### src/rtl/dual_edge_pkg.sv
// Shared definitions for the dual-edge XOR pipeline: channel mode encoding
// and the saturating increment used by the valid-beat counter.
package dual_edge_pkg;

    typedef enum logic [1:0] {
        MODE_P    = 2'b00,
        MODE_N    = 2'b01,
        MODE_X    = 2'b10,
        MODE_HOLD = 2'b11
    } mode_e;

    // Counters up to 32 bits are passed zero-extended; max is the all-ones value.
    function automatic logic [31:0] sat_inc(input logic [31:0] cnt, input logic [31:0] max);
        return (cnt == max) ? cnt : cnt + 32'd1;
    endfunction

endpackage

### src/rtl/dual_edge_cell.sv
// One channel of the mixed-edge XOR cell: posedge P, negedge N cross-feeding
// each other, plus the mode mux that loads the first pipeline stage.
module dual_edge_cell
    import dual_edge_pkg::*;
#(
    parameter int WIDTH = 8
) (
    input  logic             clk,
    input  logic             rst_n,
    input  logic [WIDTH-1:0] d,
    input  logic [1:0]       sel,
    output logic [WIDTH-1:0] stage0
);

    logic [WIDTH-1:0] p;
    logic [WIDTH-1:0] n;
    logic [WIDTH-1:0] stage0_nxt;

    always_ff @(posedge clk or negedge rst_n) begin
        if (!rst_n) p <= '0;
        else        p <= d ^ n;
    end

    // The falling-edge half of the loop; d is sampled again here.
    always_ff @(negedge clk or negedge rst_n) begin
        if (!rst_n) n <= '0;
        else        n <= d ^ p;
    end

    always_comb begin
        stage0_nxt = stage0;
        case (mode_e'(sel))
            MODE_P:    stage0_nxt = p;
            MODE_N:    stage0_nxt = n;
            MODE_X:    stage0_nxt = p ^ n;
            MODE_HOLD: stage0_nxt = stage0;
            default:   stage0_nxt = stage0;
        endcase
    end

    always_ff @(posedge clk or negedge rst_n) begin
        if (!rst_n) stage0 <= '0;
        else        stage0 <= stage0_nxt;
    end

endmodule

### src/rtl/dual_edge_pipe.sv
// Multi-channel dual-edge XOR pipeline: CH cells feed a DEPTH-stage posedge
// pipeline, with a parallel valid chain and a saturating beat counter.
module dual_edge_pipe
    import dual_edge_pkg::*;
#(
    parameter int WIDTH = 8,
    parameter int CH    = 2,
    parameter int DEPTH = 2,
    parameter int CNT_W = 16
) (
    input  logic                clk,
    input  logic                rst_n,
    input  logic [CH*WIDTH-1:0] d,
    input  logic [CH*2-1:0]     sel,
    input  logic                in_valid,
    input  logic                clr_cnt,
    output logic [CH*WIDTH-1:0] q,
    output logic                out_valid,
    output logic [CNT_W-1:0]    vld_cnt
);

    localparam logic [CNT_W-1:0] CNT_MAX = '1;

    logic [CH*WIDTH-1:0] s0;
    logic                v_p;
    logic [DEPTH-1:0]    v_s;

    genvar c;
    generate
        for (c = 0; c < CH; c++) begin : g_cell
            dual_edge_cell #(.WIDTH(WIDTH)) u_cell (
                .clk    (clk),
                .rst_n  (rst_n),
                .d      (d[c*WIDTH +: WIDTH]),
                .sel    (sel[c*2 +: 2]),
                .stage0 (s0[c*WIDTH +: WIDTH])
            );
        end

        if (DEPTH == 1) begin : g_direct
            assign q = s0;
        end else begin : g_pipe
            logic [CH*WIDTH-1:0] stg [DEPTH-1];

            always_ff @(posedge clk or negedge rst_n) begin
                if (!rst_n) begin
                    for (int i = 0; i < DEPTH-1; i++) stg[i] <= '0;
                end else begin
                    stg[0] <= s0;
                    for (int i = 1; i < DEPTH-1; i++) stg[i] <= stg[i-1];
                end
            end

            assign q = stg[DEPTH-2];
        end
    endgenerate

    // v_p sits alongside P; v_s[i] alongside pipeline stage i.
    always_ff @(posedge clk or negedge rst_n) begin
        if (!rst_n) begin
            v_p <= 1'b0;
            v_s <= '0;
        end else begin
            v_p    <= in_valid;
            v_s[0] <= v_p;
            for (int i = 1; i < DEPTH; i++) v_s[i] <= v_s[i-1];
        end
    end

    assign out_valid = v_s[DEPTH-1];

    always_ff @(posedge clk or negedge rst_n) begin
        if (!rst_n)         vld_cnt <= '0;
        else if (clr_cnt)   vld_cnt <= '0;
        else if (out_valid) vld_cnt <= CNT_W'(sat_inc(32'(vld_cnt), 32'(CNT_MAX)));
    end

endmodule
### config.mk
export PLATFORM = sky130hd
export DESIGN_NAME = dual_edge_pipe
export DESIGN_NICKNAME = d
export VERILOG_FILES = /design/src/rtl/dual_edge_pkg.sv /design/src/rtl/dual_edge_cell.sv /design/src/rtl/dual_edge_pipe.sv
export SDC_FILE = /design/constraint.sdc
export NUM_CORES = 1
export LEC_CHECK = 0
export CORE_MARGIN = 2
export CORE_UTILIZATION = 52
export CTS_BUF_LIST = sky130_fd_sc_hd__clkbuf_16
export DETAILED_ROUTE_END_ITERATION = 10
export PLACE_DENSITY = 0.77
export SYNTH_ARGS = -nofsm -noshare
export SYNTH_HDL_FRONTEND = slang
export SYNTH_HIERARCHICAL = 1
export SYNTH_SLANG_ARGS = --single-unit
### constraint.sdc
create_clock -name clk -period 3.7 [get_ports clk]
set_input_delay 1.11 -clock clk [delete_from_list [all_inputs] [get_ports clk]]
set_output_delay 1.11 -clock clk [all_outputs]
set_load 0.01 [all_outputs]
Word-level counts from Yosys, hierarchy flattened
Index checks and enable logic that the tools add are counted.
W data, S select, Z words.
{"block": "op_classes", "addsub": 1, "mul": 0, "n_div": 0, "order_cmp": 0, "n_eq_ne": 8, "n_shift": 0, "n_mux": 5, "bitwise": 6, "reduce_logical": 4}
{"cell": "$mux W16", "n": 3}
{"cell": "$pmux W8 S3", "n": 2}
{"cell": "$xor A8 B8 Y8", "n": 6}
{"cell": "$add A16 B1 Y16 const B", "n": 1}
{"cell": "$eq A16 B16 Y1 const B", "n": 1}
{"cell": "$eq A2 B2 Y1 const B", "n": 4}
{"cell": "$eq A2 B1 Y1 const B", "n": 2}
{"cell": "$logic_not A2 Y1", "n": 2}
{"cell": "$ne A2 B2 Y1 const B", "n": 1}
{"cell": "$reduce_and A2 Y1", "n": 1}
{"cell": "$reduce_bool A2 Y1", "n": 1}
{"block": "totals", "regBits": 83, "latch_bits": 0, "mem_bits_rw": 0, "romBits": 0, "inputBits": 24, "word_cells": 34, "memories": 0}

Longest topological paths before layout
Gate-level depths: netlist of the first run.
{"block": "logic_depth", "ltp_word": 4, "ltp_mapped": 7, "depth_no_buf": 5}

Cells and area by module
Netlist of the first run, hierarchy kept.
{"module": "dual_edge_cell", "n_inst": 2, "cells_each": 105, "area_each_um2": 1173.6, "seq_area_each_um2": 600.6}
{"module": "dual_edge_pipe", "n_inst": 1, "cells_each": 123, "area_each_um2": 1420.1, "seq_area_each_um2": 875.8}

==> run summary, run 1 <==
Peak VDD IR -> 0.406 mV
clk_lat worst skew -> 0.33 ns
Hold WS -> 0.349 ns
routed wire length per instance -> 14.9 um
Total GRT Usage -> 0.203
worst r2r src -> g_cell[0].u_cell/n[3]
total grt overflow -> 0
Clock Tree Buf Depth -> 2
RSZ-0062 raised after global routing -> no
CTS Sinks -> 83
fill count -> 571
Reg area -> 0.00208 mm^2
Placeable Area -> 0.00714 mm^2
Fin. Hold Viols -> 0
worst path cell trace -> clkdlybuf4s50_1 > xor2_1
CP Launch Type -> input port
Post-Syn Area -> 0.00377 mm^2
DR iter-0 viols -> 111
initial antenna violation count -> 0
Final setup viols -> 0
Crit path largest cell delay -> 0.46 ns
CP bufs+invs -> 1
detailed-route via count -> 2851
status -> finished clean
ANT nets after route -> 0
Routability Congestion -> 0.861
Crit. End Element -> register
Hold EP -> v_s[0]
Post-DP HPWL -> 5180 um
cell taking the most area after synthesis -> dfrtp_1
drt via density -> 5.62
die area -> 0.00794 mm^2
TritonRoute pass-1 iters -> 4
worst relative slew slack -> 0.451
H-tree depth -> 3
slowest cell on the critical path -> clkdlybuf4s50_1
crit path DAT -> 1.73 ns
Root Driver -> clkbuf_16
fin. max-slew vios -> 0
worst flop-to-flop path endpoint -> g_cell[0].u_cell/stage0[3]
syn avg cell area -> 11.3 um^2
# rows -> 31
vias in the first global route -> 2736
met3 Resource Use GR -> 0.0416
synth top area cells -> dfrtp_1, dfrtn_1, xor2_1
dpl ws -> -0.0514 ns
Vert. Die Dim -> 89.1 um
met1 Track Usage GR -> 0.265
post-synthesis register bit count -> 83
largest delay contributor family on the critical path -> buffers and inverters
placed cell count -> 491
first-pass GRT wire length -> 12400 um
layout cells sized above 1 -> 0.118
CTS tree -> built
clk slew on worst S/H paths -> 0.06 ns
setup bufs post-CTS -> 0
origin of the worst min-delay path -> v_p
cts hold-fix bufs -> 0
Total Wirelength -> 7530 um
I/O Buffers -> 56
EDFF count, synth -> 0
Layout Cells excl Fill -> 507
initial core utilization -> 0.528
area occupied by multi-input gates -> 0.00145 mm^2
worst r2r path cells -> 3
pwr/cell area -> 629 mW/mm^2
flop2flop setup slack -> 0.77 ns
I/O pins -> 57
post-route setup slack -> 0.299 ns
leakage -> 2.11 nW
Syn Nets -> 364
# diodes -> 0
post-synth top area share -> 0.445
Hold Path Class -> register to register
Yosys warnings -> 6
Tightest Pin Transition -> 0.817 ns
nets@finish -> 434
WP data required -> 2.03 ns
max_cap viols -> 0
Synth cell types -> 45
die width -> 89.1 um
GR Util met2 -> 0.323
ys flop type -> dfrtp_1
clk_skew -> 0.0115 ns
number of buffers created by CTS -> 9
busiest layer in global routing -> met2
register area share after synthesis -> 0.551
Gate Count Post-Synth -> 333
DRC -> 0
Min-Delay Path Depth -> 0
largest net degree at the start of global routing -> 33
ys async rst share -> 1.00
worst-path fanout max -> 2
Crit Path Class -> input port to register
Post-CTS Resized -> 0
P&R area growth vs syn -> 27.6%
==> kinds of logic after synthesis <==
group	share of synthesized area
simple gates	0.155
xor+xnor	0.0744
mux	0.00830
flops	0.551
buf+inv	0.0644
compound gates	0.123
fa+ha+maj	0.0232
==> cell type report <==
| class | count | share of cell area |
|---|---|---|
| sequential | 83 | 0.432 |
| clock inverter | 7 | 0.0154 |
| inverter | 36 | 0.0281 |
| tap | 99 | 0.0258 |
| multi-input combinational | 198 | 0.301 |
| timing repair buffer | 75 | 0.151 |
| clock buffer | 9 | 0.0468 |
==> report_power, final <==
part	switching [mW]	internal [mW]
sequential	0.272	1.24
clock	0.354	0.527
combinational	0.268	0.365
==> worst reg2reg max path, cell delays in order (launching register included) <==
cell,delay [ns]
dfrtn_1,0.46
and3b_1,0.20
a31oi_1,0.16
a32oi_1,0.12
==> synthesized netlist by cell type (7+ instances only) <==
| cell type | number |
|---|---|
| inv_1 | 34 |
| a21oi_1 | 27 |
| a31oi_1 | 14 |
| or3_1 | 7 |
| ha_1 | 7 |
| xor2_1 | 32 |
| a32oi_1 | 16 |
| dfrtp_1 | 67 |
| nand4_1 | 16 |
| and3b_1 | 10 |
| dfrtn_1 | 16 |
==> flip-flops by register name, indices dropped and copies added (netlist names) <==
signal / cells
g_cell.u_cell/n: 16
v_s: 2
vld_cnt: 16
g_cell.u_cell/p: 16
q: 16
v_p: 1
g_cell.u_cell/stage0: 16
==> through the flow <==
step           utilization  setup TNS [ns]  cell area, um^2  total power [mW]
2_1_floorplan            -               0             3770              1.82
3_3_place_gp         0.632         -0.0548             4510              2.10
3_5_place_dp         0.632          -0.329             4510              2.15
4_1_cts              0.674               0             4810              3.05
5_1_grt              0.674               0             4810              3.20
6_report             0.674               0             4810              3.02
==> worst max path at each step <==
stage	from	to	cells after the start	slack, ns
3_5_place_dp	d[8]	g_cell[1].u_cell/n[0]	2	-0.05
2_1_floorplan	d[1]	g_cell[0].u_cell/n[1]	1	0.46
4_1_cts	d[10]	g_cell[1].u_cell/n[2]	2	0.30
5_1_grt	d[8]	g_cell[1].u_cell/n[0]	2	0.27
3_3_place_gp	d[10]	g_cell[1].u_cell/n[2]	2	-0.02
6_report	d[10]	g_cell[1].u_cell/n[2]	2	0.30
==> placed cells by master (no fill, tap or decap), types with 7 or more instances in the layout <==
cell type        netlist  routed
a21oi_1               27      27
a31oi_1               14      14
a32oi_1               16      16
and3b_1               10      10
buf_4                  3      18
clkbuf_16              0       9
clkdlybuf4s50_1        0      55
dfrtn_1               16      16
dfrtp_1               67      67
ha_1                   7       7
inv_1                 34      34
nand4_1               16      16
or3_1                  7       7
xor2_1                32      32
==> routing by layer <==
metal	wire, um	up-vias
li1	-	1343
met1	3360	1415
met2	3680	77
met3	304	16
met4	175	0
met5	0	-
Note: power is estimated with default switching activity, not from simulation.
==> inputs of run 2 (changes only) <==
==> constraint.sdc (replaced) <==
create_clock -name clk -period 3.7 [get_ports clk]
set_input_delay 1.11 -clock clk [delete_from_list [all_inputs] [get_ports clk]]
set_output_delay 1.11 -clock clk [all_outputs]
set_load 0.02 [all_outputs]
==> results of run 2 <==
The final DEF is identical to that of run 1. Status: finished clean.
Among the figures that moved: total power 3.02 mW -> 3.08 mW
==> inputs of run 3 (changes only) <==
--- a/config.mk
+++ b/config.mk
@@ -5,6 +5,7 @@
 export SDC_FILE = /design/constraint.sdc
 export NUM_CORES = 1
 export LEC_CHECK = 0
+export CORE_ASPECT_RATIO = 0.9
 export CORE_MARGIN = 2
 export CORE_UTILIZATION = 52
 export CTS_BUF_LIST = sky130_fd_sc_hd__clkbuf_16
==> constraint.sdc (replaced) <==
create_clock -name clk -period 4.4 [get_ports clk]
set_input_delay 1.32 -clock clk [delete_from_list [all_inputs] [get_ports clk]]
set_output_delay 1.32 -clock clk [all_outputs]
set_load 0.02 [all_outputs]
==> run 3 against run 2 <==
Effect of this change: global-route usage increased by 0.57 points; first-iteration DRC count up 19%; non-clock buffer count is 17 lower; clock skew barely moved; critical endpoint is now g_cell[1].u_cell/n[1]; clock power fell by 15%; total power fell by 16%; flip-flop and latch count stayed put.
==> run summary, run 3 (synthesis results as in run 1) <==
status -> finished clean
crit path DAT -> 1.94 ns (+0.21 ns)
Final setup viols -> 0 (unchanged)
worst r2r src -> g_cell[1].u_cell/n[3]
switching part of the total -> 0.312
slowest cell on the critical path -> clkdlybuf4s50_1
layout cells sized above 1 -> 0.0793 (-0.0384)
Clock Power Share -> 0.289
total grt overflow -> 0 (unchanged)
Fin. Hold Viols -> 0 (unchanged)
combinational share of power -> 0.217
CTS Sinks -> 83 (unchanged)
cts hold-fix bufs -> 0 (unchanged)
I/O pins -> 57 (unchanged)
CP Launch Type -> input port
H-tree depth -> 3 (unchanged)
fin. max-slew vios -> 0 (unchanged)
Seq pwr share -> 0.494
Psw -> 807 uW
clk slew on worst S/H paths -> 0.06 ns (about the same)
initial core utilization -> 0.535 (+0.00732)
RSZ-0062 raised after global routing -> no
# rows -> 29 (-6.5%)
clk_skew -> 0.0111 ns (-0.000321 ns)
worst-path fanout max -> 2 (unchanged)
most common cell after layout, fill and taps aside -> dfrtp_1
Reg area -> 0.00208 mm^2 (unchanged)
area occupied by multi-input gates -> 0.00145 mm^2 (unchanged)
Total Wirelength -> 7490 um (-0.53%)
Placeable Area -> 0.00704 mm^2 (-1.4%)
DR iter-0 viols -> 132 (+19%)
Crit path largest cell delay -> 0.46 ns (about the same)
max_cap viols -> 0 (unchanged)
# diodes -> 0 (unchanged)
largest delay contributor family on the critical path -> buffers and inverters
Crit Path Class -> input port to register
Hold Path Class -> register to register
largest net degree at the start of global routing -> 38 (+15%)
WP data required -> 2.38 ns (+0.35 ns)
leakage -> 2.03 nW (-4.1%)
drt via density -> 5.76 (+2.5%)
CP endpoint -> g_cell[1].u_cell/n[1]
Crit. Startpoint -> d[9]
worst path cell trace -> clkdlybuf4s50_1 > xor2_1
Pwr Total -> 2.59 mW
Total GRT Usage -> 0.209 (+0.00572)
setup bufs post-CTS -> 0 (unchanged)
I/O Buffers -> 56 (unchanged)
die width -> 93.7 um (+5.2%)
pwr/cell area -> 553 mW/mm^2
worst relative slew slack -> 0.489 (+0.0381)
fill count -> 557 (-2.5%)
CP bufs+invs -> 1 (unchanged)
die area -> 0.00794 mm^2 (about the same)
number of cells on the critical path -> 2 (unchanged)
Tightest Pin Transition -> 0.760 ns (-0.0567 ns)
Crit. End Element -> register
DRC -> 0 (unchanged)
flop2flop setup slack -> 1.11 ns (+0.34 ns)
Int Pwr -> 1.78 mW
worst r2r path cells -> 3 (unchanged)
most frequent cells in the layout -> dfrtp_1, clkdlybuf4s50_1, inv_1
detailed-route via count -> 2789 (-2.2%)
Vert. Die Dim -> 84.8 um (-4.9%)
number of buffers created by CTS -> 9 (unchanged)
Peak VDD IR -> 0.421 mV
initial antenna violation count -> 0 (unchanged)
CTS tree -> built
first-pass GRT wire length -> 13100 um (+6.4%)
Post-CTS Resized -> 0 (unchanged)
nets@finish -> 417 (-3.9%)
clk_lat worst skew -> 0.34 ns (about the same)
TritonRoute pass-1 iters -> 4 (unchanged)
vias in the first global route -> 2764 (+1.0%)
Clock Tree Buf Depth -> 2 (unchanged)
Post-DP HPWL -> 5060 um (-2.2%)
ANT nets after route -> 0 (unchanged)
P&R area growth vs syn -> 24.1%
routed wire length per instance -> 15.5 um (+4.2%)
worst flop-to-flop path endpoint -> g_cell[1].u_cell/stage0[3]
Setup TNS -> 0 ns (unchanged)
Routability Congestion -> 0.854 (-0.81%)
Root Driver -> clkbuf_16
run 3: cell count changes in the layout (fill, tap and decap cells not counted), sizes merged:
| cell | before | now |
|---|---|---|
| buf | 20 | 3 |
| clkinvlp | 1 | 2 |
| inv | 39 | 38 |
run 3: layout make-up:
| cell class | instances | area share |
|---|---|---|
| Clock buffer | 9 | 0.0482 |
| Tap cell | 93 | 0.0249 |
| Inverter | 36 | 0.0289 |
| Timing Repair Buffer | 58 | 0.128 |
| Sequential cell | 83 | 0.444 |
| Clock inverter | 7 | 0.0163 |
| Multi-Input combinational cell | 198 | 0.310 |
run 3: worst min path at each step:
stage / from / to / slack [ns] / depth (start not counted)
after global placement: v_p / v_s[0] / 0.33 / 0
after floorplan: v_p / v_s[0] / 0.33 / 0
after global routing: v_s[0] / v_s[1] / 0.36 / 0
after detailed placement: v_s[0] / v_s[1] / 0.34 / 0
after CTS: v_s[0] / v_s[1] / 0.36 / 0
final: v_s[0] / v_s[1] / 0.35 / 0
run 3: per-layer routing:
layer | up-vias | global-route usage | wire [um]
met1 | 1402 | 0.297 | 3440
met2 | 73 | 0.320 | 3660
met3 | 6 | 0.0323 | 290
met5 | - | 0 | 0
li1 | 1308 | - | -
met4 | 0 | 0.0896 | 91
run 3: power groups by stage:
| stage | Combinational [mW] | Clock [mW] | Sequential (mW) |
|---|---|---|---|
| floorplan | 0.282 | 0 | 1.30 |
| global placement | 0.538 | 0 | 1.27 |
| detailed placement | 0.561 | 0 | 1.28 |
| CTS | 0.566 | 0.768 | 1.27 |
| global route | 0.614 | 0.808 | 1.31 |
| finish | 0.562 | 0.748 | 1.28 |
run 3: through the flow:
| step | util | cell area (um^2) | std cells | hold WS, ns | setup WS, ns |
|---|---|---|---|---|---|
| after floorplan | - | 3770 | 333 | 0.331 | 0.599 |
| after global placement | 0.621 | 4370 | 468 | 0.334 | 0.0878 |
| after detailed placement | 0.621 | 4370 | 468 | 0.341 | 0.0777 |
| after CTS | 0.664 | 4680 | 484 | 0.355 | 0.431 |
| after global routing | 0.664 | 4680 | 484 | 0.358 | 0.421 |
| final | 0.664 | 4680 | 484 | 0.350 | 0.436 |
